--- src/rtl/turbo_stream_deframer_pkg.sv ---
// Shared definitions for the turbo stream deframer: FSM states, block
// geometry defaults, LTE RSC generator taps and the RSC helper functions.
package turbo_stream_deframer_pkg;

    typedef enum logic [1:0] {
        ST_IDLE = 2'd0,
        ST_DATA = 2'd1,
        ST_TAIL = 2'd2,
        ST_DONE = 2'd3
    } state_t;

    localparam int TAIL_BEATS  = 4;
    localparam int K_SHORT_DEF = 4;
    localparam int K_LONG_DEF  = 6;
    localparam int CNT_W_DEF   = 14;
    localparam int ERR_W_DEF   = 16;

    // Generator polynomials, bit d = coefficient of D^d.
    localparam logic [3:0] RSC_G0 = 4'b1101;  // 1 + D^2 + D^3 (feedback)
    localparam logic [3:0] RSC_G1 = 4'b1011;  // 1 + D + D^3   (parity)

    // State vector layout: st[0]=s1, st[1]=s2, st[2]=s3.
    function automatic logic rsc_feedback(input logic x, input logic [2:0] st);
        return x ^ (^(st & RSC_G0[3:1]));
    endfunction

    function automatic logic rsc_parity(input logic a, input logic [2:0] st);
        return (a & RSC_G1[0]) ^ (^(st & RSC_G1[3:1]));
    endfunction

    // Expected {zkp, zk, xk} for encoder-1 termination beats, from the state
    // left after the last data beat.
    function automatic logic [2:0] rsc_tail_expect(input logic beat1, input logic [2:0] st);
        logic [2:0] exp_v;
        if (beat1) begin
            exp_v = {st[0], st[0], st[1]};
        end else begin
            exp_v = {st[0] ^ st[1], st[0] ^ st[2], st[1] ^ st[2]};
        end
        return exp_v;
    endfunction

endpackage

--- src/rtl/turbo_stream_deframer_rsc_checker.sv ---
// Local copy of constituent encoder 1: tracks the RSC state across data
// beats, flags parity mismatches and termination-beat mismatches.
module turbo_stream_deframer_rsc_checker
    import turbo_stream_deframer_pkg::*;
(
    input  logic clk,
    input  logic rst,
    input  logic start,
    input  logic data_en,
    input  logic tail_chk_en,
    input  logic tail_sel,
    input  logic xk,
    input  logic zk,
    input  logic zkp,
    output logic par_mis,
    output logic tail_mis
);

    logic [2:0] st_r;
    logic [2:0] st_eff_s;
    logic [2:0] st_next_s;
    logic       a_s;

    // Re-encode the current beat; beat 0 of a block starts from the zero state.
    always_comb begin
        st_eff_s  = start ? 3'b000 : st_r;
        a_s       = rsc_feedback(xk, st_eff_s);
        st_next_s = {st_eff_s[1:0], a_s};
        par_mis   = data_en & (zk != rsc_parity(a_s, st_eff_s));
        tail_mis  = tail_chk_en & ({zkp, zk, xk} != rsc_tail_expect(tail_sel, st_r));
    end

    // RSC shift register advances on data beats only; frozen through the tail.
    always_ff @(posedge clk or negedge rst) begin
        if (!rst) begin
            st_r <= 3'b000;
        end else if (data_en) begin
            st_r <= st_next_s;
        end else begin
            st_r <= st_r;
        end
    end

endmodule

--- src/rtl/turbo_stream_deframer.sv ---
// Turbo stream deframer: splits each block into K data beats plus 4 tail
// beats, forwards data bits, captures tail bits and reports encoder-1 checks.
module turbo_stream_deframer
    import turbo_stream_deframer_pkg::*;
#(
    parameter int K_SHORT = K_SHORT_DEF,
    parameter int K_LONG  = K_LONG_DEF,
    parameter int CNT_W   = CNT_W_DEF,
    parameter int ERR_W   = ERR_W_DEF
) (
    input  logic             clk,
    input  logic             rst,
    input  logic             in_valid,
    input  logic             length_flag,
    input  logic             xk,
    input  logic             zk,
    input  logic             zkp,
    output logic             sys_bit,
    output logic             par1_bit,
    output logic             par2_bit,
    output logic             out_valid,
    output logic             sob,
    output logic             eob,
    output logic [11:0]      tail_bits,
    output logic             tail_valid,
    output logic [ERR_W-1:0] par_err_cnt,
    output logic             term_err,
    output logic             block_done,
    output logic             busy
);

    localparam logic [CNT_W-1:0] TAIL_LAST = CNT_W'(TAIL_BEATS - 1);
    localparam logic [ERR_W-1:0] ERR_MAX   = {ERR_W{1'b1}};

    state_t           state_r, state_next_s;
    logic [CNT_W-1:0] beat_cnt_r, k_last_r;
    logic             first_s, data_s, tail_s, last_data_s, last_tail_s;
    logic             tail_chk_s, par_mis_s, tail_mis_s;
    logic             sys_r, par1_r, par2_r, out_valid_r, sob_r, eob_r;
    logic [11:0]      tail_bits_r;
    logic             tail_valid_r, term_err_r, block_done_r, busy_r;
    logic [ERR_W-1:0] par_err_cnt_r;

    // Next-state and beat classification; only IDLE/DATA/TAIL consume beats.
    always_comb begin
        state_next_s = state_r;
        first_s      = 1'b0;
        data_s       = 1'b0;
        tail_s       = 1'b0;
        last_data_s  = 1'b0;
        last_tail_s  = 1'b0;
        case (state_r)
            ST_IDLE: begin
                if (in_valid) begin
                    first_s      = 1'b1;
                    data_s       = 1'b1;
                    state_next_s = ST_DATA;
                end else begin
                    state_next_s = ST_IDLE;
                end
            end
            ST_DATA: begin
                if (in_valid) begin
                    data_s = 1'b1;
                    if (beat_cnt_r == k_last_r) begin
                        last_data_s  = 1'b1;
                        state_next_s = ST_TAIL;
                    end else begin
                        state_next_s = ST_DATA;
                    end
                end else begin
                    state_next_s = ST_DATA;
                end
            end
            ST_TAIL: begin
                if (in_valid) begin
                    tail_s = 1'b1;
                    if (beat_cnt_r == TAIL_LAST) begin
                        last_tail_s  = 1'b1;
                        state_next_s = ST_DONE;
                    end else begin
                        state_next_s = ST_TAIL;
                    end
                end else begin
                    state_next_s = ST_TAIL;
                end
            end
            ST_DONE:  state_next_s = ST_IDLE;
            default:  state_next_s = ST_IDLE;
        endcase
    end

    // Only tail beats 0 and 1 carry encoder-1 termination bits.
    assign tail_chk_s = tail_s & (beat_cnt_r[CNT_W-1:1] == '0);

    // FSM state register.
    always_ff @(posedge clk or negedge rst) begin
        if (!rst) begin
            state_r <= ST_IDLE;
        end else begin
            state_r <= state_next_s;
        end
    end

    // Beat counter and per-block length latch (K is fixed at beat 0).
    always_ff @(posedge clk or negedge rst) begin
        if (!rst) begin
            beat_cnt_r <= '0;
            k_last_r   <= '0;
        end else if (first_s) begin
            beat_cnt_r <= CNT_W'(1);
            k_last_r   <= length_flag ? CNT_W'(K_LONG - 1) : CNT_W'(K_SHORT - 1);
        end else if (last_data_s || last_tail_s) begin
            beat_cnt_r <= '0;
        end else if (data_s || tail_s) begin
            beat_cnt_r <= beat_cnt_r + CNT_W'(1);
        end else begin
            beat_cnt_r <= beat_cnt_r;
        end
    end

    // Data-beat output registers; sys/par hold their last data beat between beats.
    always_ff @(posedge clk or negedge rst) begin
        if (!rst) begin
            sys_r       <= 1'b0;
            par1_r      <= 1'b0;
            par2_r      <= 1'b0;
            out_valid_r <= 1'b0;
            sob_r       <= 1'b0;
            eob_r       <= 1'b0;
        end else begin
            out_valid_r <= data_s;
            sob_r       <= first_s;
            eob_r       <= last_data_s;
            if (data_s) begin
                sys_r  <= xk;
                par1_r <= zk;
                par2_r <= zkp;
            end else begin
                sys_r  <= sys_r;
                par1_r <= par1_r;
                par2_r <= par2_r;
            end
        end
    end

    // Tail capture: cleared at beat 0, one triplet stored per tail beat.
    always_ff @(posedge clk or negedge rst) begin
        if (!rst) begin
            tail_bits_r <= 12'h000;
        end else if (first_s) begin
            tail_bits_r <= 12'h000;
        end else if (tail_s) begin
            case (beat_cnt_r[1:0])
                2'd0:    tail_bits_r[2:0]   <= {zkp, zk, xk};
                2'd1:    tail_bits_r[5:3]   <= {zkp, zk, xk};
                2'd2:    tail_bits_r[8:6]   <= {zkp, zk, xk};
                2'd3:    tail_bits_r[11:9]  <= {zkp, zk, xk};
                default: tail_bits_r        <= tail_bits_r;
            endcase
        end else begin
            tail_bits_r <= tail_bits_r;
        end
    end

    // Check results: saturating parity error count and sticky termination error.
    always_ff @(posedge clk or negedge rst) begin
        if (!rst) begin
            par_err_cnt_r <= '0;
            term_err_r    <= 1'b0;
        end else if (first_s) begin
            par_err_cnt_r <= ERR_W'(par_mis_s);
            term_err_r    <= 1'b0;
        end else begin
            if (par_mis_s && (par_err_cnt_r != ERR_MAX)) begin
                par_err_cnt_r <= par_err_cnt_r + ERR_W'(1);
            end else begin
                par_err_cnt_r <= par_err_cnt_r;
            end
            term_err_r <= term_err_r | tail_mis_s;
        end
    end

    // Block-completion pulses land in the DONE cycle; busy mirrors DATA/TAIL.
    always_ff @(posedge clk or negedge rst) begin
        if (!rst) begin
            tail_valid_r <= 1'b0;
            block_done_r <= 1'b0;
            busy_r       <= 1'b0;
        end else begin
            tail_valid_r <= last_tail_s;
            block_done_r <= last_tail_s;
            busy_r       <= (state_next_s == ST_DATA) || (state_next_s == ST_TAIL);
        end
    end

    turbo_stream_deframer_rsc_checker u_rsc_checker (
        .clk         (clk),
        .rst         (rst),
        .start       (first_s),
        .data_en     (data_s),
        .tail_chk_en (tail_chk_s),
        .tail_sel    (beat_cnt_r[0]),
        .xk          (xk),
        .zk          (zk),
        .zkp         (zkp),
        .par_mis     (par_mis_s),
        .tail_mis    (tail_mis_s)
    );

    assign sys_bit     = sys_r;
    assign par1_bit    = par1_r;
    assign par2_bit    = par2_r;
    assign out_valid   = out_valid_r;
    assign sob         = sob_r;
    assign eob         = eob_r;
    assign tail_bits   = tail_bits_r;
    assign tail_valid  = tail_valid_r;
    assign par_err_cnt = par_err_cnt_r;
    assign term_err    = term_err_r;
    assign block_done  = block_done_r;
    assign busy        = busy_r;

endmodule

--- config.mk ---
export PLATFORM = sky130hd
export DESIGN_NAME = turbo_stream_deframer
export DESIGN_NICKNAME = d
export VERILOG_FILES = /design/src/rtl/turbo_stream_deframer_pkg.sv /design/src/rtl/turbo_stream_deframer_rsc_checker.sv /design/src/rtl/turbo_stream_deframer.sv
export SDC_FILE = /design/constraint.sdc
export NUM_CORES = 1
export LEC_CHECK = 0
export BUFFER_PORTS_ARGS = -buffer_cell sky130_fd_sc_hd__buf_2
export CORE_MARGIN = 2
export CORE_UTILIZATION = 52
export DETAILED_ROUTE_END_ITERATION = 12
export MAX_ROUTING_LAYER = met4
export PLACE_DENSITY = 0.72
export SLEW_MARGIN = 40
export SYNTH_ARGS = -nofsm -noshare
export SYNTH_HDL_FRONTEND = slang
export SYNTH_SLANG_ARGS = --single-unit
--- constraint.sdc ---
create_clock -name clk -period 1.8 [get_ports clk]
set_input_delay 0.09 -clock clk [delete_from_list [all_inputs] [get_ports clk]]
set_output_delay 0.09 -clock clk [all_outputs]
set_load 0.01 [all_outputs]
Word level (Yosys, flattened, before mapping)
Index checks and enable logic that the tools add are counted.

storage, ports and cells
  register bits after elaboration = 70
  word-level logic and storage cells = 94

cells by class
  $add $sub $neg = 2
  equality and inequality tests = 13
  mux-type cells = 31
  bitwise operators = 9
  reductions and logical operators = 21

operator list
  operator               number
  $mux 14                3
  $mux 16                2
  $mux 12                2
  $mux 3                 7
  $add 16x1->16 const B  1
  $ne 16x16->1 const B   1
  $add 14x1->14 const B  1
  $eq 14x14->1           1
  $eq 14x2->1 const B    1
  $logic_not 13->1       1
  $mux 1                 13
  $reduce_bool 2->1      6
  $eq 2x2->1 const B     5
  $pmux 2 s4             1
  $reduce_and 2->1       4
  $eq 2x1->1 const B     3
  $mux 2                 3
  $reduce_xor 3->1       2
  $xor 1x1->1            5
  $logic_not 2->1        2
  $and 1x1->1            3
  $logic_or 1x1->1       3
  $ne 3x3->1             1
  $reduce_bool 3->1      1
  other kinds (4)        4

Longest topological paths before layout
Gate-level depths: netlist (run 1).

  depth after elaboration = 11
  gate-level depth with buffers = 10
  depth with buffers taken out = 7

Cells and area by module
From an unflattened synthesis (run 1), not the netlist that was laid out.

second synthesis, totals
  cell total of the unflattened synthesis = 360
  area total of the unflattened synthesis = 3316.9 um2

modules (own cells, without submodules)
  module                             times used  cells each  area an instance (um2)
  turbo_stream_deframer              1           327         3057.9
  turbo_stream_deframer_rsc_checker  1           33          259.0

Least setup slack after synthesis (run 1)
OpenSTA, ideal clock, no wires.

  path type = reg2reg
  start point = reg par_err_cnt_r[0] (netlist: par_err_cnt[0])
  end point = reg par_err_cnt_r[0] (netlist: par_err_cnt[0])
  arrival time = 1.795 ns
  required time = 1.678 ns
  slack = -0.116 ns
  cell stages (with the launch flop) = 8
  buffers on the path = 1
  period minus slack after synthesis = 1.916 ns
  cell sequence = dfrtp_1 > ha_1 > nand2_1 > or3_1 > clkbuf_1 > nor2_1 > o21ai_1 > a32o_1

on the way
  cells in the longest elaborated chain, start to end = 3
  elaborated cells between the ends (all ways) = 6
  classes of those cells = add/sub: 1; eq/ne: 1; mux: 2; reduce/logical: 2

ends and longest elaborated chain
  element                                               line                                                        text
  from (decl)                                           turbo_stream_deframer.sv:42                                 logic [ERR_W-1:0] par_err_cnt_r;
  from (signal assigned)                                turbo_stream_deframer.sv:172                                par_err_cnt_r <= ERR_W'(par_mis_s);
  from (signal assigned)                                turbo_stream_deframer.sv:176                                par_err_cnt_r <= par_err_cnt_r + ERR_W'(1);
  from (signal assigned)                                turbo_stream_deframer.sv:178                                par_err_cnt_r <= par_err_cnt_r;
  $add 16x1->16 / $ne 16x16->1 (equally long branches)  turbo_stream_deframer.sv:176, turbo_stream_deframer.sv:175
  $mux 16 / $logic_and 1x1->1 (equally long branches)   turbo_stream_deframer.sv:175                                if (par_mis_s && (par_err_cnt_r != ERR_MAX)) begin
  $mux 16 / $reduce_bool 2->1 (equally long branches)   --

Several ways; a longest one is shown, not always the timed one. The select of a mux whose other input is x is not followed.
A chain may end at the register's enable or synchronous reset.

Worst setup path in the final report (run 1)
  start point = reg beat_cnt_r[13]
  end point = reg beat_cnt_r[4]

on the way
  cells in the longest elaborated chain, start to end = 7
  elaborated cells between the ends (all ways) = 12
  classes of those cells = eq/ne: 2; mux: 8; reduce/logical: 2

ends and longest elaborated chain
  element                                             line                                                      text
  from (decl)                                         turbo_stream_deframer.sv:36                               logic [CNT_W-1:0] beat_cnt_r, k_last_r;
  from (signal assigned)                              turbo_stream_deframer.sv:116                              beat_cnt_r <= beat_cnt_r + CNT_W'(1);
  from (signal assigned)                              turbo_stream_deframer.sv:118                              beat_cnt_r <= beat_cnt_r;
  $eq 14x14->1 / $eq 14x2->1 (equally long branches)  turbo_stream_deframer.sv:65, turbo_stream_deframer.sv:78
  $mux 1, on equally long branches                    turbo_stream_deframer.sv:65, turbo_stream_deframer.sv:78
  $mux 1, on equally long branches                    turbo_stream_deframer.sv:63, turbo_stream_deframer.sv:76
  $mux 1                                              turbo_stream_deframer.sv:52                               case (state_r)
  $logic_or 1x1->1 (*)                                turbo_stream_deframer.sv:113                              end else if (last_data_s || last_tail_s) begin
  $mux 14                                             turbo_stream_deframer.sv:113
  $mux 14                                             turbo_stream_deframer.sv:110                              end else if (first_s) begin

Every way passes the cells marked *; elsewhere a longest branch is shown, timed or not.

==> metrics.md, run 1 <==
| Metric | Value |
|---|---|
| Largest delay share family, worst path | `simple AND/OR/NAND/NOR gates` |
| Core ar. | `roughly 0.0060 sq mm` |
| Initial DRC count | `between 200 and 250` |
| Setup slack at placement | `-0.0822 ns` |
| Initial antenna violation count | `0` |
| Crit Path Max Fanout | `6` |
| Largest net degree at the start of global routing | `42` |
| Synth area leaders | `dfrtp_1 (46%), mux2_2 (4.2%), nand2_1 (3.9%)` |
| # fillers | `a little under 500` |
| Slowest stage delay, CP | `between 0.5 and 0.6 ns` |
| GRT met1 Usage | `35.8%` |
| Pwr/cell area | `between 1000 and 1500 mW/mm^2` |
| First-pass DRT Iterations | `4` |
| Status | `complete, but fails checks` |
| Post-synth top area share | `between 40% and 50%` |
| Overflow after GRT | `0` |
| Tmin final | `1.93 ns` |
| Clock share of power | `around a quarter` |
| Final Hold Slack | `0.0306 ns` |
| Row cnt | `28` |
| Most common flop cell mapped by yosys | `dfrtp_1` |
| Internal power | `2.73 mW` |
| First-pass GRT wire length | `about 14 mm` |
| CTS Buf Count | `9` |
| Drt via density | `about 6.0` |
| Fin cells | `between 400 and 500` |
| Register area share after synthesis | `45.6%` |
| Area Overhead vs Synth | `27.4%` |
| Total wire length | `8.11 mm` |
| LEAKAGE | `1.99 nW` |
| Diode count | `0` |
| Failing checks | `setup timing` |
| Reg power frac | `41.0%` |
| Critical path's slowest cell | `or4_4` |
| F_max | `slightly above 500 MHz` |
| Met3 GRT Util | `5.17%` |
| GRT Max-Usage Layer | `met2` |
| Kind of critical path | `flip-flop to flip-flop` |
| DRC errors left | `0` |
| # IOs | `between 40 and 50` |
| Sw frac | `roughly a third` |
| Min-delay worst type | `input port to flip-flop` |
| #FFs+latches synth | `slightly below 60` |
| Mean post-synth cell area | `between 9 and 10 sq um` |
| Switching power | `around 1.4 mW` |
| Clock sink total | `just under 60` |
| EDFF count, synth | `0` |
| Unique masters post-synth | `54` |
| Placed cell count | `between 400 and 500` |
| Synth async-reset ratio | `100%` |
| Req. time, crit path | `approximately 2.0 ns` |
| Core Util, Final | `between 60 and 70%` |
| Total Routing Usage GR | `approximately 25%` |
| Gate Count Post-Synth | `approximately 340` |
| Final ANT Viol Nets | `0` |
| Clk buf depth | `2` |
| WP buf/inv | `1` |
| Die W | `between 80 and 90 microns` |
| Vias in the first global route | `between 2000 and 3000` |
| PortBufs | `44` |
| Final Setup Violations | `16` |
| Nature of the critical path endpoint | `flip-flop` |
| Gate power share | `34.0%` |
| Die Y | `about 83 microns` |
| # Max-Cap Violations | `0` |
| Initial core utilization | `a little over half` |
| Post-route setup slack | `-0.129 ns` |
| Fin Clk Skew | `around 0.0074 ns` |
| Worst EP arrival | `about 2.2 ns` |
| Most frequent cell after synthesis | `dfrtp_1` |
| Mapped Area | `0.00324 sq mm` |
| Startpoint types | `flip-flop` |
| Fraction of layout cells with a size suffix above 1 | `around a third` |
| Slew at the pin closest to its max-slew limit | `approximately 0.46 ns` |
| Root Buffer | `clkbuf_8` |
| Met2 GRT Util | `between 30 and 40%` |
| GPL Wtd Cong | `~0.9` |
| Slew Limit Headroom | `69.3%` |
| Final Hold Viols | `0` |
| Yosys warning count | `0` |
| Area leader, netlist | `dfrtp_1` |
| Period utilization | `107%` |
| Worst skew pair latency | `around 0.34 ns` |
| Mapped Nets | `between 300 and 400` |
| Wire length per cell | `approximately 16 microns` |
| Vias | `roughly 3000` |
| Full die area | `0.00687 sq mm` |
| Maximum VDD drop | `around 0.7 mV` |
| CTS tree | `done` |
| Clock-pin slew on the worst setup and hold paths | `0.06 ns` |
| Max Transition Viols Final | `0` |
| Commonest cells post-synth | `dfrtp_1 (59), nand2_1 (34), nor2_1 (20), a21oi_1 (18), nand3_1 (17)` |
| RSZ-0062 raised after global routing | `true` |
| Hpwl dp | `5.69 mm` |
| Layout Nets | `approximately 430` |
| H-tree depth | `3` |
| Ordered list of cells on the worst path | `or4_4 -> nor3_4 -> a31o_2 -> nand2b_4 -> buf_6 -> o21ai_2` |
[state kept, by name, summed over array words and instances, names as in the netlist]
name	cells
beat_cnt_r	14
block_done	1
busy	1
eob	1
k_last_r	3
out_valid	1
par1_bit	1
par2_bit	1
par_err_cnt	16
sob	1
state_r	2
sys_bit	1
tail_bits	12
term_err	1
u_rsc_checker.st_r	3
[what timing repair did]
item,CTS,global route
pin swaps,13,9
gates resized for setup,9,23
setup endpoints to repair,16,32
hold buffers,2,0
hold endpoints to repair,19,0
cloned,0,0
buffers inserted,0,2
[layout make-up]
type	instances	area, sq um	area share, %
Multi-Input combinational cell	251	1740	42.1
Sequential cell	59	1480	35.9
Timing Repair Buffer	94	628	15.2
Clock buffer	13	159	3.85
Tap cell	75	93.8	2.27
Inverter	7	28.8	0.698
[metal layers]
| layer | vias to the layer above | routed length (microns) |
|---|---|---|
| li1 | 1407 | - |
| met1 | 1481 | 3950 |
| met2 | 76 | 3730 |
| met3 | 7 | 361 |
| met4 | 0 | 71 |
| met5 | - | 0 |
[final timing paths]
path | start | endpoint | slack, ns | cells past startpoint
worst max-delay path | beat_cnt_r[13]$_DFFE_PN0P_ | beat_cnt_r[4]$_DFFE_PN0P_ | -0.13 | 6
worst min-delay path | zkp | par2_bit$_DFFE_PN0P_ | 0.03 | 3
worst max register to register | beat_cnt_r[13]$_DFFE_PN0P_ | beat_cnt_r[4]$_DFFE_PN0P_ | -0.13 | 6
worst min register to register | par1_bit$_DFFE_PN0P_ | par1_bit$_DFFE_PN0P_ | 0.47 | 2
max in group asynchronous | rst | state_r[0]$_DFF_PN0_ | 0.98 | 3
min in group asynchronous | rst | tail_bits[4]$_DFFE_PN0P_ | 0.23 | 2
[placed cells by master, fill, tap and decap left out, types with 11 or more instances in the layout]
cell / Yosys / routed
dfrtp_1: 59 / 57
buf_2: 5 / 44
buf_4: 3 / 43
nand2_1: 34 / 33
nand3_1: 17 / 17
a21oi_1: 18 / 15
nor2_1: 20 / 13
mux2_2: 12 / 12
a22o_1: 12 / 12
o21ai_0: 13 / 11
clkbuf_8: 0 / 11
[logic make-up (layout without fill, tap and decap cells)]
logic type                 Yosys count  after routing  synth area share (%)
adders and majority gates            5              5                  1.93
AOI/OAI and AO/OA                   84             84                  17.5
and+or+nand+nor                    134            134                  22.6
xor gates and xnor gates            16             16                  4.33
muxes                               12             12                  4.17
buffers and inverters               28            114                  3.79
DFF                                 59             59                  45.6
[per-stage QoR]
step | TNS (ns) | cell area (sq um) | total power [mW]
6_report | -1.48 | 4130 | 4.14
5_1_grt | -2.85 | 4130 | 4.39
4_1_cts | -1.00 | 4040 | 4.07
3_5_place_dp | -0.827 | 3820 | 3.02
3_3_place_gp | -0.379 | 3820 | 2.97
2_1_floorplan | -0.103 | 3250 | 2.48
[power by group through the flow]
stage	clock (mW)	combinational (mW)	sequential [mW]
floorplan	0	0.738	1.74
global placement	0	1.28	1.69
detailed placement	0	1.32	1.71
CTS	1.05	1.34	1.68
global route	1.11	1.56	1.72
finish	1.04	1.41	1.69
[worst reg2reg max path: stages (launching register included)]
cell      delay (ns)
dfrtp_1         0.37
or4_4           0.56
nor3_4          0.34
a31o_2          0.23
nand2b_4        0.13
buf_6           0.14
o21ai_2         0.05
(Power assumes the default switching activity.)
==> run 2: changes to the inputs <==
--- a/config.mk
+++ b/config.mk
@@ -7,10 +7,12 @@
 export LEC_CHECK = 0
 export BUFFER_PORTS_ARGS = -buffer_cell sky130_fd_sc_hd__buf_2
 export CORE_MARGIN = 2
-export CORE_UTILIZATION = 52
+export CORE_UTILIZATION = 54
+export CTS_BUF_LIST = sky130_fd_sc_hd__clkbuf_8
+export CTS_CLUSTER_SIZE = 20
 export DETAILED_ROUTE_END_ITERATION = 12
 export MAX_ROUTING_LAYER = met4
-export PLACE_DENSITY = 0.72
+export PLACE_DENSITY = 0.75
 export SLEW_MARGIN = 40
 export SYNTH_ARGS = -nofsm -noshare
 export SYNTH_HDL_FRONTEND = slang
==> run 2 against run 1 <==
  * The run still ends with setup timing left
  * Global-route usage is 3.3 points higher
  * Die area is 3.5% lower
  * Fmax is 0.90% higher
  * Largest power group unchanged
  * Worst setup slack better by 0.017 ns
  * Worst hold slack worse by 0.013 ns
==> metrics.md, run 2 (same netlist as run 1, synthesis figures left out) <==
| Metric | Value |
|---|---|
| Failing checks | `setup timing` |
| F_max | `~520 MHz` |
| Maximum VDD drop | `between 0.8 and 0.9 mV` |
| Row cnt | `28` |
| Min-delay worst type | `input port to flip-flop` |
| Nature of the critical path endpoint | `flip-flop` |
| Core Util, Final | `between 70% and 80%` |
| Setup TNS | `-0.646 ns` |
| Period utilization | `106%` |
| Tmin final | `roughly 1.9 ns` |
| Clock sink total | `a little under 60` |
| Pwr/cell area | `about 1100 mW/mm^2` |
| Initial core utilization | `approximately 55%` |
| H-tree depth | `3` |
| Layout Nets | `~440` |
| Fin Clk Skew | `0.00731 ns` |
| Largest net degree at the start of global routing | `25` |
| Full die area | `0.00663 sq mm` |
| Area Overhead vs Synth | `32.2%` |
| PortBufs | `44` |
| Final ANT Viol Nets | `0` |
| Die W | `81.4 microns` |
| Status | `complete, but fails checks` |
| Drt via density | `5.96` |
| Final Hold Slack | `approximately 0.018 ns` |
| Largest register FFs | `16` |
| Ordered list of cells on the worst path | `or4_4 -> nor3_4 -> buf_6 -> nand3_2 -> a311o_1 -> o21ai_1` |
| Hold path endpoint | `par2_bit$_DFFE_PN0P_` |
| Slew Limit Headroom | `about three fifths` |
| Hpwl dp | `5.93 mm` |
| CTS tree | `done` |
| Vias | `roughly 3100` |
| Reg2Reg Setup Slack | `-0.11 ns` |
| HP Start | `zkp` |
| Die Y | `just over 80 microns` |
| PnR Total Power | `around 4.6 mW` |
| GPL Wtd Cong | `approximately 0.9` |
| First-pass GRT wire length | `~14 mm` |
| Worst skew pair latency | `0.34 ns` |
| Initial antenna violation count | `0` |
| Core ar. | `slightly below 0.006 sq mm` |
| Reg2Reg Depth | `6` |
| Commonest non-fill, non-tap cell in the layout | `dfrtp_1` |
| Post-route setup slack | `-0.112 ns` |
| Slew at the pin closest to its max-slew limit | `between 0.6 and 0.7 ns` |
| Final Hold Viols | `0` |
| Worst R2R End | `term_err$_DFF_PN0_` |
| Max Transition Viols Final | `0` |
| Diode count | `0` |
| Reg2reg start | `beat_cnt_r[7]$_DFFE_PN0P_` |
| Root Buffer | `clkbuf_8` |
| Initial DRC count | `between 150 and 200` |
| DRC errors left | `0` |
| Setup slack at placement | `-0.137 ns` |
| Crit Path Max Fanout | `3` |
| Fraction of layout cells with a size suffix above 1 | `36.6%` |
| Overflow after GRT | `0` |
| # IOs | `45` |
| First-pass DRT Iterations | `4` |
| Clock-pin slew on the worst setup and hold paths | `around 0.070 ns` |
| CTS Buf Count | `9` |
| Vias in the first global route | `2909` |
| Kind of critical path | `flip-flop to flip-flop` |
| Req. time, crit path | `slightly above 2 ns` |
| Slowest stage delay, CP | `roughly 0.56 ns` |
| Final Setup Violations | `15` |
| Critical path's slowest cell | `or4_4` |
| Worst EP arrival | `between 2 and 2.5 ns` |
| Hold depth | `3` |
| Total Routing Usage GR | `roughly 28%` |
| Startpoint types | `flip-flop` |
| RSZ-0062 raised after global routing | `true` |
| Wire length per cell | `roughly 17 microns` |
| Clk buf depth | `2` |
| Commonest non-fill, non-tap cells in the layout | `dfrtp_1 (58), buf_4 (54), buf_2 (44), nand2_1 (33), nor2_1 (19)` |
| # Max-Cap Violations | `0` |
| Total wire length | `about 8.7 mm` |
| LEAKAGE | `2.08 nW` |
[run 2: cell count changes in the layout (fill, tap and decap cells not counted), sizes merged]
cell      change
buf          +10
bufinv        +2
clkbuf        -2
clkinv        +1
clkinvlp      +1
inv           +1
[run 2: cell type report]
type / count / area (sq um)
timing repair buffer: 104 / 699
inverter: 7 / 28.8
sequential: 59 / 1480
tap: 75 / 93.8
fill: 398 / 1570
multi-input combinational: 251 / 1750
clock buffer: 11 / 151
clock inverter: 5 / 76.3
[run 2: metal layers]
| layer | GRT usage, % | share of wire [%] | routed length (microns) | vias up |
|---|---|---|---|---|
| met4 | 11.5 | 2.6 | 227 | 0 |
| met5 | - | 0 | 0 | - |
| met2 | 43.0 | 48 | 4160 | 120 |
| met3 | 4.95 | 6.2 | 538 | 27 |
| li1 | - | - | - | 1424 |
| met1 | 37.4 | 44 | 3810 | 1482 |
[run 2: report_power, final]
part / total [mW] / internal (mW) / switching [mW] / leakage [nW]
Sequential: 1.68 / 1.51 / 0.170 / 0.758
Clock: 1.39 / 0.848 / 0.545 / 0.117
Combinational: 1.55 / 0.732 / 0.821 / 1.21
Total: 4.63 / 3.09 / 1.54 / 2.08
[run 2: stage by stage]
step / instance area (sq um) / cells
2_1_floorplan: 3250 / 338
3_3_place_gp: 3880 / 488
3_5_place_dp: 3880 / 488
4_1_cts: 4180 / 508
5_1_grt: 4280 / 512
6_report: 4280 / 512
[run 2: critical path, delay by kind of cell, from the launching register on]
| kind | cells | cell delay (ns) |
|---|---|---|
| AND/OR/NAND/NOR | 3 | 0.88 |
| AO/OA/AOI/OAI | 2 | 0.42 |
| flip-flops | 1 | 0.40 |
| buffers and inverters | 1 | 0.15 |
[run 2: worst max-delay path by stage]
stage,startpoint,to,slack [ns],cells after the start
after floorplan,beat_cnt_r[3]$_DFFE_PN0P_,beat_cnt_r[1]$_DFFE_PN0P_,-0.03,6
after global placement,beat_cnt_r[13]$_DFFE_PN0P_,beat_cnt_r[4]$_DFFE_PN0P_,-0.08,6
after detailed placement,beat_cnt_r[13]$_DFFE_PN0P_,beat_cnt_r[4]$_DFFE_PN0P_,-0.14,6
after CTS,beat_cnt_r[7]$_DFFE_PN0P_,term_err$_DFF_PN0_,-0.07,6
after global routing,beat_cnt_r[7]$_DFFE_PN0P_,beat_cnt_r[0]$_DFFE_PN0P_,-0.20,6
final,beat_cnt_r[7]$_DFFE_PN0P_,term_err$_DFF_PN0_,-0.11,6
[run 2: timing repair]
action,CTS,global route
endpoints found under the setup margin,18,30
pin swaps,16,5
setup buffers,3,4
hold buffers,2,0
resized for setup,12,18
hold endpoints to repair,23,0
==> run 3: changes to the inputs <==
--- a/config.mk
+++ b/config.mk
@@ -13,6 +13,7 @@
 export DETAILED_ROUTE_END_ITERATION = 12
 export MAX_ROUTING_LAYER = met4
 export PLACE_DENSITY = 0.75
+export REMOVE_ABC_BUFFERS = 1
 export SLEW_MARGIN = 40
 export SYNTH_ARGS = -nofsm -noshare
 export SYNTH_HDL_FRONTEND = slang
==> run 3 against run 2 <==
  * The run still ends with setup timing left
  * Die area stayed put
  * Register-to-register slack improved by 0.06 ns
  * Via count up 0.46%
  * Clock power shrank 13%
  * Clock-buffer cell count unchanged
  * Sequential power is essentially flat
  * Power fell by 3.3%
  * Worst hold slack better by 0.012 ns
  * Non-clock buffer count shrank 2
  * Combinational power increased by 3%
  * Routed wire length about the same
  * Largest cell class unchanged
  * Highest routed layer unchanged
==> metrics.md, run 3 (same netlist as run 1, synthesis figures left out) <==
| Metric | Value |
|---|---|
| PortBufs | `44` |
| Metal2 WL | `approximately 4.2 mm` |
| Failing checks | `setup timing` |
| Min-delay worst type | `input port to flip-flop` |
| Largest register FFs | `16` |
| Final Hold Viols | `0` |
| Hpwl dp | `approximately 5.9 mm` |
| Layout Nets | `443` |
| Initial DRC count | `about 230` |
| Die W | `around 81 microns` |
| Die Y | `81.4 microns` |
| # IOs | `between 40 and 50` |
| Vias | `a little over 3000` |
| Drt via density | `6.01` |
| Clock sink total | `between 50 and 60` |
| Status | `complete, but fails checks` |
| Worst skew pair latency | `about 0.34 ns` |
| Slew Limit Headroom | `around 66%` |
| Fin cells | `510` |
| Hold path endpoint | `par2_bit$_DFFE_PN0P_` |
| Final ANT Viol Nets | `0` |
| Reg2Reg Setup Slack | `-0.05 ns` |
| H-tree depth | `3` |
| Overflow after GRT | `0` |
| Clk buf depth | `2` |
| Wire length on met3 | `~570 microns` |
| Full die area | `0.00663 sq mm` |
| Area Overhead vs Synth | `32.0%` |
| Diode count | `0` |
| First-pass GRT wire length | `about 14 mm` |
| Hold depth | `3` |
| Crit Path Max Fanout | `6` |
| Fraction of layout cells with a size suffix above 1 | `roughly 38%` |
| Commonest non-fill, non-tap cells in the layout | `dfrtp_1 (58), buf_4 (50), buf_2 (45), nand2_1 (32)` |
| Worst R2R End | `term_err$_DFF_PN0_` |
| Startpoint types | `flip-flop` |
| Setup TNS | `-0.212 ns` |
| Reg2Reg Depth | `6` |
| RSZ-0062 raised after global routing | `true` |
| Root Buffer | `clkbuf_8` |
| DRC errors left | `0` |
| Pwr/cell area | `between 1000 and 1500 mW/mm^2` |
| Core ar. | `0.00585 sq mm` |
| HP Start | `zkp` |
| CTS tree | `done` |
| Req. time, crit path | `2.07 ns` |
| Total wire length | `approximately 8.7 mm` |
| Initial antenna violation count | `0` |
| CTS Buf Count | `9` |
| Worst EP arrival | `2.12 ns` |
| Kind of critical path | `flip-flop to flip-flop` |
| Post-route setup slack | `-0.0512 ns` |
| Clock-pin slew on the worst setup and hold paths | `~0.070 ns` |
| Largest net degree at the start of global routing | `25` |
| Slew at the pin closest to its max-slew limit | `0.512 ns` |
| Max Transition Viols Final | `0` |
| Wire length per cell | `approximately 17 microns` |
| GPL Wtd Cong | `a little under 0.9` |
| Maximum VDD drop | `between 0.6 and 0.7 mV` |
| Vias in the first global route | `~2900` |
| Tmin final | `1.85 ns` |
| Initial core utilization | `between 50% and 60%` |
| Nature of the critical path endpoint | `flip-flop` |
| Row cnt | `28` |
| Commonest non-fill, non-tap cell in the layout | `dfrtp_1` |
| # Max-Cap Violations | `0` |
| Top Metal Used | `met4` |
| Placed cell count | `488` |
| Fin Clk Skew | `0.0129 ns` |
| F_max | `~540 MHz` |
| DRT met1 WL | `approximately 3.8 mm` |
| Final Setup Violations | `11` |
| Reg2reg start | `beat_cnt_r[13]$_DFFE_PN0P_` |
| Total Routing Usage GR | `between 20% and 30%` |
| First-pass DRT Iterations | `5` |
| Period utilization | `103%` |
| LEAKAGE | `between 2 and 2.5 nW` |
-- run 3: worst max path at each step --
stage	from	to	slack (ns)	cells past startpoint
floorplan	state_r[1]$_DFF_PN0_	beat_cnt_r[4]$_DFFE_PN0P_	-0.50	7
global placement	beat_cnt_r[6]$_DFFE_PN0P_	beat_cnt_r[4]$_DFFE_PN0P_	-0.05	6
detailed placement	beat_cnt_r[3]$_DFFE_PN0P_	beat_cnt_r[4]$_DFFE_PN0P_	-0.13	6
CTS	beat_cnt_r[13]$_DFFE_PN0P_	term_err$_DFF_PN0_	-0.06	6
global route	beat_cnt_r[3]$_DFFE_PN0P_	beat_cnt_r[0]$_DFFE_PN0P_	-0.11	6
finish	beat_cnt_r[13]$_DFFE_PN0P_	term_err$_DFF_PN0_	-0.05	6
-- run 3: final cells by class --
type	count	area, sq um
Inverter	7	26.3
Multi-Input combinational cell	252	1800
Tap cell	75	93.8
Clock inverter	4	42.5
Sequential cell	59	1480
Timing Repair Buffer	102	677
Clock buffer	11	151
Fill cell	414	1580
-- run 3: what timing repair did --
item                                   CTS  global route
setup endpoints to repair               21            29
resized for setup                       14            28
gates cloned                             1             1
hold buffers                             2             0
endpoints found under the hold margin   23             0
setup buffers                            1             3
pin swaps                                9            10
-- run 3: per-layer routing --
layer | vias to the layer above | global-route usage (%)
met5 | - | -
met4 | 0 | 10.5
met3 | 22 | 4.62
met2 | 139 | 42.7
met1 | 1476 | 38.4
li1 | 1430 | -
-- run 3: per-stage QoR --
step	cell area, sq um	utilization, %	worst slack [ns]	hold slack, ns	power [mW]
after global routing	4270	73.0	-0.110	0.0409	4.70
after global placement	3860	65.9	-0.0526	0.0857	2.99
final	4270	73.0	-0.0512	0.0299	4.47
after CTS	4140	70.7	-0.0578	0.0278	4.30
after detailed placement	3860	65.9	-0.130	0.0933	3.06
after floorplan	3140	-	-0.504	-0.206	2.44
-- run 3: report_power, final --
group	internal (mW)	leakage, nW	switching, mW
registers	1.51	0.758	0.163
logic	0.752	1.22	0.841
clock network	0.695	0.108	0.512
total	2.96	2.08	1.52
-- run 3: critical path, stage by stage, from the launching register on --
cell and delay [ns]:
dfrtp_1 0.38, or4_4 0.55, nor3_4 0.19, buf_6 0.15, nand3_2 0.08, a311o_1 0.31, o21ai_2 0.13
